**src/rtl/fifo_wr_arbiter.sv**
```systemverilog
`default_nettype none
// +----------------------------------------------------------------------------+
// | fifo_wr_arbiter: round-robin burst arbiter sharing one FIFO write port.    |
// | Revision: 1.0                                                              |
// +----------------------------------------------------------------------------+
module fifo_wr_arbiter #(
    parameter int NREQ  = 4,
    parameter int BURST = 4
) (
    input  logic              clk,
    input  logic              rst_n,
    input  logic [NREQ-1:0]   req_valid,
    input  logic [8*NREQ-1:0] req_data,
    input  logic [NREQ-1:0]   req_last,
    output logic [NREQ-1:0]   req_ready,
    input  logic              fifo_full,
    input  logic              fifo_almost_full,
    output logic              fifo_wr_en,
    output logic [7:0]        fifo_data_in,
    output logic              grant_valid,
    output logic [2:0]        grant_id,
    output logic [3:0]        beat_cnt
);

    localparam logic [0:0] S_IDLE  = 1'b0;
    localparam logic [0:0] S_BURST = 1'b1;

    logic [0:0] r_state,    w_state_nxt;
    logic [2:0] r_grant_id, w_grant_id_nxt;
    logic [3:0] r_beat_cnt, w_beat_cnt_nxt;
    logic [2:0] r_rr_ptr,   w_rr_ptr_nxt;

    // Inputs padded to the full 8-requester width so a 3-bit index is always legal.
    logic [7:0]  w_valid_pad;
    logic [7:0]  w_last_pad;
    logic [63:0] w_data_pad;
    logic [7:0]  w_ready_pad;

    assign w_valid_pad = 8'(req_valid);
    assign w_last_pad  = 8'(req_last);
    assign w_data_pad  = 64'(req_data);

    function automatic logic [2:0] wrap_add(input logic [2:0] base, input int k);
        int s;
        s = int'(base) + k;
        if (s >= NREQ) s = s - NREQ;
        return s[2:0];
    endfunction

    logic       w_sel_found;
    logic [2:0] w_sel_idx;
    logic [2:0] w_cand;

    always_comb begin
        w_sel_found = 1'b0;
        w_sel_idx   = '0;
        w_cand      = '0;
        for (int k = 1; k <= NREQ; k++) begin
            w_cand = wrap_add(r_rr_ptr, k);
            if (!w_sel_found && w_valid_pad[w_cand]) begin
                w_sel_found = 1'b1;
                w_sel_idx   = w_cand;
            end
        end
    end

    logic w_in_burst;
    logic w_transfer;
    logic w_end_beat;
    logic w_abandon;

    assign w_in_burst = (r_state == S_BURST);
    assign w_transfer = w_in_burst && w_valid_pad[r_grant_id] && !fifo_full;
    assign w_end_beat = w_transfer &&
                        (w_last_pad[r_grant_id] || (r_beat_cnt == 4'(BURST - 1)));
    assign w_abandon  = w_in_burst && !w_valid_pad[r_grant_id];

    always_ff @(posedge clk) begin
        if (!rst_n) begin
            r_state    <= S_IDLE;
            r_grant_id <= '0;
            r_beat_cnt <= '0;
            r_rr_ptr   <= 3'(NREQ - 1);
        end else begin
            r_state    <= w_state_nxt;
            r_grant_id <= w_grant_id_nxt;
            r_beat_cnt <= w_beat_cnt_nxt;
            r_rr_ptr   <= w_rr_ptr_nxt;
        end
    end

    always_comb begin
        w_state_nxt    = r_state;
        w_grant_id_nxt = r_grant_id;
        w_beat_cnt_nxt = r_beat_cnt;
        w_rr_ptr_nxt   = r_rr_ptr;
        case (r_state)
            S_IDLE: begin
                // Almost-full only blocks new grants; bursts already running are untouched.
                if (w_sel_found && !fifo_almost_full) begin
                    w_state_nxt    = S_BURST;
                    w_grant_id_nxt = w_sel_idx;
                    w_rr_ptr_nxt   = w_sel_idx;
                    w_beat_cnt_nxt = '0;
                end
            end
            S_BURST: begin
                if (w_end_beat || w_abandon) begin
                    w_state_nxt    = S_IDLE;
                    w_beat_cnt_nxt = '0;
                end else if (w_transfer) begin
                    w_beat_cnt_nxt = r_beat_cnt + 4'd1;
                end
            end
            default: w_state_nxt = S_IDLE;
        endcase
    end

    always_comb begin
        w_ready_pad  = '0;
        fifo_data_in = '0;
        if (w_in_burst) begin
            w_ready_pad[r_grant_id] = !fifo_full;
            fifo_data_in            = w_data_pad[{r_grant_id, 3'b000} +: 8];
        end
    end

    assign req_ready   = w_ready_pad[NREQ-1:0];
    assign fifo_wr_en  = w_transfer;
    assign grant_valid = w_in_burst;
    assign grant_id    = r_grant_id;
    assign beat_cnt    = r_beat_cnt;

endmodule
`default_nettype wire
```
**config.mk**
```make
export PLATFORM = sky130hd
export DESIGN_NAME = fifo_wr_arbiter
export DESIGN_NICKNAME = d
export VERILOG_FILES = /design/src/rtl/fifo_wr_arbiter.sv
export SDC_FILE = /design/constraint.sdc
export NUM_CORES = 1
export LEC_CHECK = 0
export CAP_MARGIN = 20
export CORE_MARGIN = 3
export CORE_UTILIZATION = 30
export CTS_CLUSTER_DIAMETER = 100
export DETAILED_ROUTE_END_ITERATION = 7
export PLACE_DENSITY_LB_ADDON = 0.05
export SYNTH_ARGS = -nofsm -noshare
export SYNTH_HDL_FRONTEND = slang
export SYNTH_SLANG_ARGS = --single-unit
```
**constraint.sdc**
```tcl
create_clock -name clk -period 4.91 [get_ports clk]
set_clock_uncertainty 0.2 [all_clocks]
set_input_delay 0.7365 -clock clk [delete_from_list [all_inputs] [get_ports clk]]
set_output_delay 0.7365 -clock clk [all_outputs]
set_load 0.01 [all_outputs]
```
Word-level counts from Yosys, hierarchy flattened
Index checks and enable logic that the tools add are counted.
{"block": "word_totals", "regBits": 11}
{"block": "op_classes", "n_eq_ne": 3, "shift": 1, "add_sub_neg": 9, "muxes": 35, "bitwise_logic": 2, "reduce_logical": 19, "order_cmp": 10}
{"cell": "64-bit by 7-bit variable part select with 8-bit output", "count": 1}
{"cell": "3-bit two-way mux", "count": 8}
{"cell": "3-bit by 4-bit < comparator with 1-bit output (second input constant)", "count": 5}
{"cell": "1-bit binary-select mux with 3-bit select", "count": 6}
{"cell": "4-bit by 3-bit >= comparator with 1-bit output (second input constant)", "count": 4}
{"cell": "4-bit two-way mux", "count": 4}
{"cell": "1-bit two-way mux", "count": 13}
{"cell": "3-bit subtractor (second input constant)", "count": 4}
{"cell": "1-bit logical AND", "count": 9}
{"cell": "3-bit by 2-bit adder with 4-bit output (second input constant)", "count": 2}
{"cell": "8-bit two-way mux", "count": 1}
{"cell": "4-bit one-hot mux with 2 select lines", "count": 1}
{"cell": "1-bit logical NOT", "count": 6}
{"cell": "3-bit by 1-bit adder with 4-bit output (second input constant)", "count": 1}
{"cell": "3-bit by 3-bit adder with 4-bit output (second input constant)", "count": 1}
{"cell": "4-bit by 1-bit adder with 4-bit output (second input constant)", "count": 1}
{"cell": "4-bit AND", "count": 1}
{"cell": "4-bit by 2-bit == test with 1-bit output (second input constant)", "count": 1}
{"cell": "2-bit AND reduction", "count": 2}
{"cell": "1-bit demux with 3-bit select", "count": 1}
{"cell": "3-bit by 1-bit >= comparator with 1-bit output (second input constant)", "count": 1}
{"cell": "3-bit by 1-bit inequality test with 1-bit output (second input constant)", "count": 1}
{"cell": "1-bit logical OR", "count": 2}
{"cell": "2-bit inequality test (second input constant)", "count": 1}
{"cell": "other kinds (2)", "count": 2}

Logic depth before layout (Yosys ltp)
Gate-level depths: netlist of run 1.
{"block": "logic_depth", "word_depth": 18, "ltp_mapped": 8, "ltp_nobuf": 7}

Worst setup path before layout of run 1
Ideal clock, no wire load.
{"block": "synth_timing", "kind": "reg2reg", "from": "register r_rr_ptr[0]", "to": "register r_rr_ptr[0]", "t_required_ps": 4631, "path_stages_with_launch": 9, "t_arrival_ps": 2098, "synth_period_minus_slack_ps": 2378, "path_slack_ps": 2532, "path_cell_list": "dfxtp_1 > buf_4 > inv_1 > ha_1 > mux4_2 > o31ai_4 > nor4b_4 > a21oi_1 > a211oi_2"}
{"block": "synth_between", "elab_chain_cells": 17, "elab_cells_between_ends": 40, "cone_classes": "add/sub (8); order compare (4); mux (20); reduce/logical (8)"}
{"item": "from (decl)", "line": "31", "source": "logic [2:0] r_rr_ptr, w_rr_ptr_nxt;"}
{"item": "from (signal assigned)", "line": "83", "source": "r_rr_ptr <= 3'(NREQ - 1);"}
{"item": "from (signal assigned)", "line": "88", "source": "r_rr_ptr <= w_rr_ptr_nxt;"}
{"item": "3-bit by 1-bit adder with 4-bit output", "line": "45", "source": "s = int'(base) + k;"}
{"item": "4-bit by 3-bit >= comparator with 1-bit output / 3-bit subtractor (equally long branches)", "line": "46", "source": "if (s >= NREQ) s = s - NREQ;"}
{"item": "3-bit two-way mux", "line": "46"}
{"item": "1-bit binary-select mux with 3-bit select", "line": "60", "source": "if (!w_sel_found && w_valid_pad[w_cand]) begin"}
{"item": "1-bit two-way mux (implied by the code)", "line": "60"}
{"item": "1-bit two-way mux", "line": "60"}
{"item": "1-bit logical NOT", "line": "60"}
{"item": "1-bit logical AND", "line": "60"}
{"item": "1-bit two-way mux", "line": "60"}
{"item": "1-bit logical NOT", "line": "60"}
{"item": "1-bit logical AND", "line": "60"}
{"item": "1-bit two-way mux", "line": "60"}
{"item": "1-bit logical NOT", "line": "60"}
{"item": "1-bit logical AND", "line": "60"}
{"item": "1-bit two-way mux", "line": "60"}
{"item": "1-bit logical AND", "line": "100", "source": "if (w_sel_found && !fifo_almost_full) begin"}
{"item": "2-bit AND reduction (no source line)"}
Parallel ways exist; a longest one is shown, timed or not. The select of a mux whose other input is x is not followed.
A chain may end at the register's enable or synchronous reset.

Worst setup path after layout of run 1
{"block": "layout_timing", "from": "input req_valid[3]", "to": "output fifo_wr_en"}
{"block": "layout_between", "elab_chain_cells": 4}
{"item": "from (decl)", "line": "12", "source": "input logic [NREQ-1:0] req_valid,"}
{"item": "1-bit binary-select mux with 3-bit select", "line": "73", "source": "assign w_transfer = w_in_burst && w_valid_pad[r_grant_id] && !fifo_full;"}
{"item": "1-bit two-way mux (implied by the code)", "line": "73"}
{"item": "1-bit logical AND (2 in series)", "line": "73"}
{"item": "to (decl)", "line": "18", "source": "output logic fifo_wr_en,"}
Every way passes these cells. The select of a mux whose other input is x is not followed.

==> metrics, run 1 <==
outcome completed; initial antenna violation count 0; leakage 0.7130 nW; PortBufs 64; clock latency on the worst-skew pair 0.23 ns; Via-to-Cell Ratio 5.593; Starting Density 31.82%; ys flop type dfxtp_1; vias in the first global route 1279; WL per Instance 16.29 µm; post-synth cell types 48; Die Footprint 4762 µm²; DRT iter0 DRCs 46; Post-Syn Area 1191 µm²; Slew HR 48.54%; Worst setup SP type input port; commonest non-fill, non-tap cell in the layout clkdlybuf4s50_1; number of routed nets with antenna violations 0; Die Width 69.01 µm; flop and latch count out of synthesis 10; Final #Nets 232; Worst VDD drop 0.1951 mV; largest area contributor in the netlist mux4_2; Rows 22; TritonCTS clock tree done; largest net degree at the start of global routing 18; DP HPWL 2.984 mm; Final period util 68.12%; CP max stage delay 0.55 ns; post-cts gate resize count 0; critical path fanouts, max 5; critical setup path kind in2out; Area growth, synth to finish 57.98%; CTS Buffer Depth 2; sequential share of the synthesized area 16.81%; Pwr Density 326.8 nW/µm²; post-CTS setup buffer count 0; CTS root buffer clkbuf_8; Critical Path RT 3.97 ns; area fraction of the dominant cell type after synthesis 18.91%; Synth Instances 125; final setup fails 0; DRT Pass-1 Iters 4; core area 3744 µm²; # fillers 352; Max Fclk 299.0 MHz; Area after DPL 1841 µm²; top post-synthesis cells by area mux4_2, dfxtp_1, nor2b_1; mean post-synth cell area 9.529 µm²; Final Instance Area 1882 µm²; Slew Viols, Final 0; endpoint type of the worst setup path primary output; CTS Hold Bufs 0; final hold violations 0; EDFF count, synth 0; most frequent cells in the layout clkdlybuf4s50_1, nor2_1, mux4_2, dfxtp_1, nor2b_1; Critical-path top delay cell mux4_2; final setup TNS 0 ns; min cycle time layout 3.345 ns; Reg area 200.2 µm²; area of the multi-input gates 924.6 µm²; GRT Resource Usage Total 16.55%; final WL 3.762 mm; Num CTS Buffers 3; unrepaired setup endpoints after global routing false; Die Ht 69.01 µm; Synth async-reset ratio 0%; DR vias 1292; Hold Path Class reg2reg; yosys warns 0; layout cells sized above 1 13.11%; final RePlAce weighted congestion 0.8889; Slew @ Worst Pin 0.7708 ns; crit-path cells clkdlybuf4s50_1, mux4_2, and2_1, clkdlybuf4s50_1; Congestion Overflow GR 0; H-tree depth 1; critical path arrival 2.41 ns; CTS clk-pin slew, worst paths 0.04 ns; Remaining DRCs 0; first-pass GRT wire length 6.527 mm; IO Pins 65; max-cap viol count 0; Num Clock Sinks 10; Crit path top cell by count clkdlybuf4s50_1; total nets after synthesis 172; ant diodes 0
layout make-up:
cell class,count,share of cell area (%)
clock buffer,3,2.194
multi-input combinational,102,49.14
tap,48,3.191
inverter,4,0.7979
sequential,10,10.64
timing repair buffer,64,34.04
through the flow:
step | setup WS (ns) | hold slack [ns] | util (%) | std cells | power [mW]
final | 1.565 | 0.3336 | 50.27 | 231 | 0.6150
after global routing | 1.438 | 0.3852 | 50.27 | 231 | 0.6620
after CTS | 1.540 | 0.3341 | 50.27 | 231 | 0.6222
after detailed placement | 1.574 | 0.3232 | 49.16 | 228 | 0.5360
after global placement | 1.590 | 0.3229 | 49.16 | 228 | 0.5276
after floorplan | 2.532 | 0.2760 | - | 125 | 0.4181
cells in the mapped netlist, types with 3 or more instances:
| cell | n |
|---|---|
| inv_1 | 4 |
| clkbuf_1 | 4 |
| mux4_2 | 10 |
| nand3_1 | 5 |
| nand2_1 | 7 |
| mux2i_1 | 4 |
| dfxtp_1 | 10 |
| nor3_1 | 3 |
| ha_1 | 3 |
| nor2b_1 | 9 |
| and3_1 | 4 |
| and2_1 | 4 |
| nor2_1 | 11 |
| nor3b_1 | 4 |
cell families after synthesis:
kind of cell | after synthesis | share of synthesized area [%]
AO/OA/AOI/OAI | 25 | 19.01
adder cells (fa/ha/maj) | 3 | 3.152
multiplexers | 16 | 26.68
buffers and inverters | 13 | 5.566
AND/OR/NAND/NOR | 58 | 28.78
flip-flops | 10 | 16.81
sequential cells by signal, summed over array words and instances (netlist names), named ones only:
name and flops:
grant_id 2, grant_valid 1, beat_cnt 4, r_rr_ptr 2
report_power, final:
part	internal, mW	switching [mW]	leakage, nW
combinational	0.219	0.166	0.610
sequential	0.0941	0.0521	0.0818
clock	0.0534	0.0295	0.0216
total	0.367	0.248	0.713
final timing paths:
| check | slack, ns | cells after the start | start | endpoint |
|---|---|---|---|---|
| worst min-delay path | 0.33 | 1 | beat_cnt[1] | beat_cnt[1] |
| worst max register to register | 2.14 | 7 | r_rr_ptr[0] | grant_valid |
| worst min register to register | 0.33 | 1 | beat_cnt[1] | beat_cnt[1] |
| worst max-delay path | 1.57 | 4 | req_valid[3] | fifo_wr_en |
routing by layer:
| metal | share of wire (%) | vias up | GRT usage, % | wire length (µm) |
|---|---|---|---|---|
| met5 | 0 | - | 0 | 0 |
| met4 | 1.0 | 0 | 4.555 | 38 |
| met3 | 7.2 | 5 | 3.353 | 269 |
| met2 | 42 | 69 | 24.58 | 1583 |
| met1 | 50 | 617 | 24.17 | 1871 |
| li1 | - | 601 | - | - |
worst max-delay path, delay by kind of cell:
family / cells / cell delay (ns)
buffers and inverters: 2 / 0.95
multiplexers: 1 / 0.55
AND/OR/NAND/NOR: 1 / 0.16
No activity file was read; power rests on OpenSTA's default activity.
==> inputs of run 2 (changes only) <==
- clock period: 4.91 -> 3.5 ns (I/O delays scaled with it)
==> run 2 against run 1 <==
Die area stayed put. Clock power rose by 72%. Setup slack worse by 1.1 ns. Worst hold slack got worse by 0.0051 ns. Non-clock buffer count did not move. Global-route usage shrank 0.22 points. Largest cell class unchanged.
==> metrics, run 2 (synthesized netlist as in run 1, its figures left out) <==
final setup TNS 0 ns (unchanged); DR vias 1278 (-1.1%); Die Ht 69.01 µm (unchanged); total power 0.8902 mW (+45%); final WL 3.809 mm (+1.2%); max-cap viol count 0 (unchanged); number of buffers and inverters on the critical path 1 (-1); final setup fails 0 (unchanged); commonest non-fill, non-tap cell in the layout clkdlybuf4s50_1; H-tree depth 1 (unchanged); max reg flops 4 (unchanged); final RePlAce weighted congestion 0.8624 (-3.0%); Rows 22 (unchanged); Die Width 69.01 µm (unchanged); endpoint type of the worst setup path primary output; most frequent cells in the layout clkdlybuf4s50_1, nor2_1, mux4_2, dfxtp_1, nor2b_1; Util after Layout 50.64% (+0.37 points); IO Pins 65 (unchanged); leakage 0.7201 nW (+1.0%); post-CTS setup buffer count 0 (unchanged); Critical Path RT 2.77 ns (-1.20 ns); CTS Hold Bufs 0 (unchanged); Congestion Overflow GR 0 (unchanged); number of routed nets with antenna violations 0 (unchanged); DRT iter0 DRCs 25 (-46%); WL per Instance 16.42 µm (+0.81%); critical path arrival 2.35 ns (-0.06 ns); Area growth, synth to finish 59.14%; PortBufs 64 (unchanged); unrepaired setup endpoints after global routing false; crit-path cells mux4_2, and2_1, clkdlybuf4s50_1; DRT Pass-1 Iters 4 (unchanged); Hold Path Class reg2reg; Place WS 0.5811 ns (-0.9929 ns); ant diodes 0 (unchanged); Max Fclk 325.4 MHz; Num CTS Buffers 3 (unchanged); Starting Density 31.82% (unchanged); vias in the first global route 1256 (-1.8%); CP max stage delay 0.83 ns (+0.28 ns); Setup WS post-layout 0.4269 ns (-1.138 ns); critical setup path kind reg2out; Final #Nets 232 (unchanged); first-pass GRT wire length 6.451 mm (-1.2%); Final period util 87.80%; DP HPWL 3.018 mm (+1.1%); Die Footprint 4762 µm² (unchanged); Final Instance Area 1896 µm² (+0.73%); Num Clock Sinks 10 (unchanged); TritonCTS clock tree done; clock latency on the worst-skew pair 0.24 ns (about the same); largest net degree at the start of global routing 18 (unchanged); Critical-path top delay cell dfxtp_1; CTS Buffer Depth 2 (unchanged); Remaining DRCs 0 (unchanged); Slew Viols, Final 0 (unchanged); CTS root buffer clkbuf_8; final hold violations 0 (unchanged); Slew @ Worst Pin 0.7893 ns (+0.01850 ns); CTS clk-pin slew, worst paths 0.05 ns (about the same); outcome completed; Slew HR 47.31% (-1.2 points); core area 3744 µm² (unchanged); Worst VDD drop 0.3468 mV (+78%); min cycle time layout 3.073 ns; Area after DPL 1841 µm² (unchanged); Pwr Density 469.6 nW/µm² (+44%); initial antenna violation count 0 (unchanged); critical path fanouts, max 16 (+11); delay-heaviest family, CP flip-flops; Worst setup SP type flop; layout cells sized above 1 13.59% (+0.47 points); GRT Resource Usage Total 16.32% (-0.22 points); post-cts gate resize count 0 (unchanged); Via-to-Cell Ratio 5.509 (-1.5%)
run 2: changes by cell type in the layout (fill, tap and decap cells not counted), sizes merged:
cell / previous run / this run
clkbuf: 3 / 4
run 2: area by class of cell:
class	instances	area, µm²
well taps	48	60.06
fillers	367	1848
clock buffers	4	55.05
multi-input cells	102	924.6
inverters	4	15.01
flip-flops and latches	10	200.2
repair buffers	64	640.6
run 2: routing by layer:
metal / vias to the layer above / global-route usage, % / wire [µm]
met5: - / 0 / 0
met4: 0 / 3.905 / 44
met3: 7 / 3.061 / 255
met2: 66 / 24.79 / 1578
met1: 606 / 23.77 / 1930
li1: 599 / - / -
run 2: worst paths after layout:
kind | end | cells after the start | start | slack (ns)
max | fifo_wr_en | 3 | grant_id[0] | 0.43
min | beat_cnt[1] | 1 | beat_cnt[1] | 0.33
max reg2reg | r_rr_ptr[0] | 7 | r_rr_ptr[0] | 0.65
min reg2reg | beat_cnt[1] | 1 | beat_cnt[1] | 0.33
run 2: metrics by stage:
step | std cells | hold WS [ns]
after CTS | 232 | 0.3392
after global placement | 228 | 0.3207
final | 232 | 0.3285
after global routing | 232 | 0.3493
after floorplan | 125 | 0.2760
after detailed placement | 228 | 0.3281
run 2: power by group:
group	internal, mW	switching [mW]
Clock	0.0988	0.0442
Sequential	0.132	0.0731
Combinational	0.308	0.235
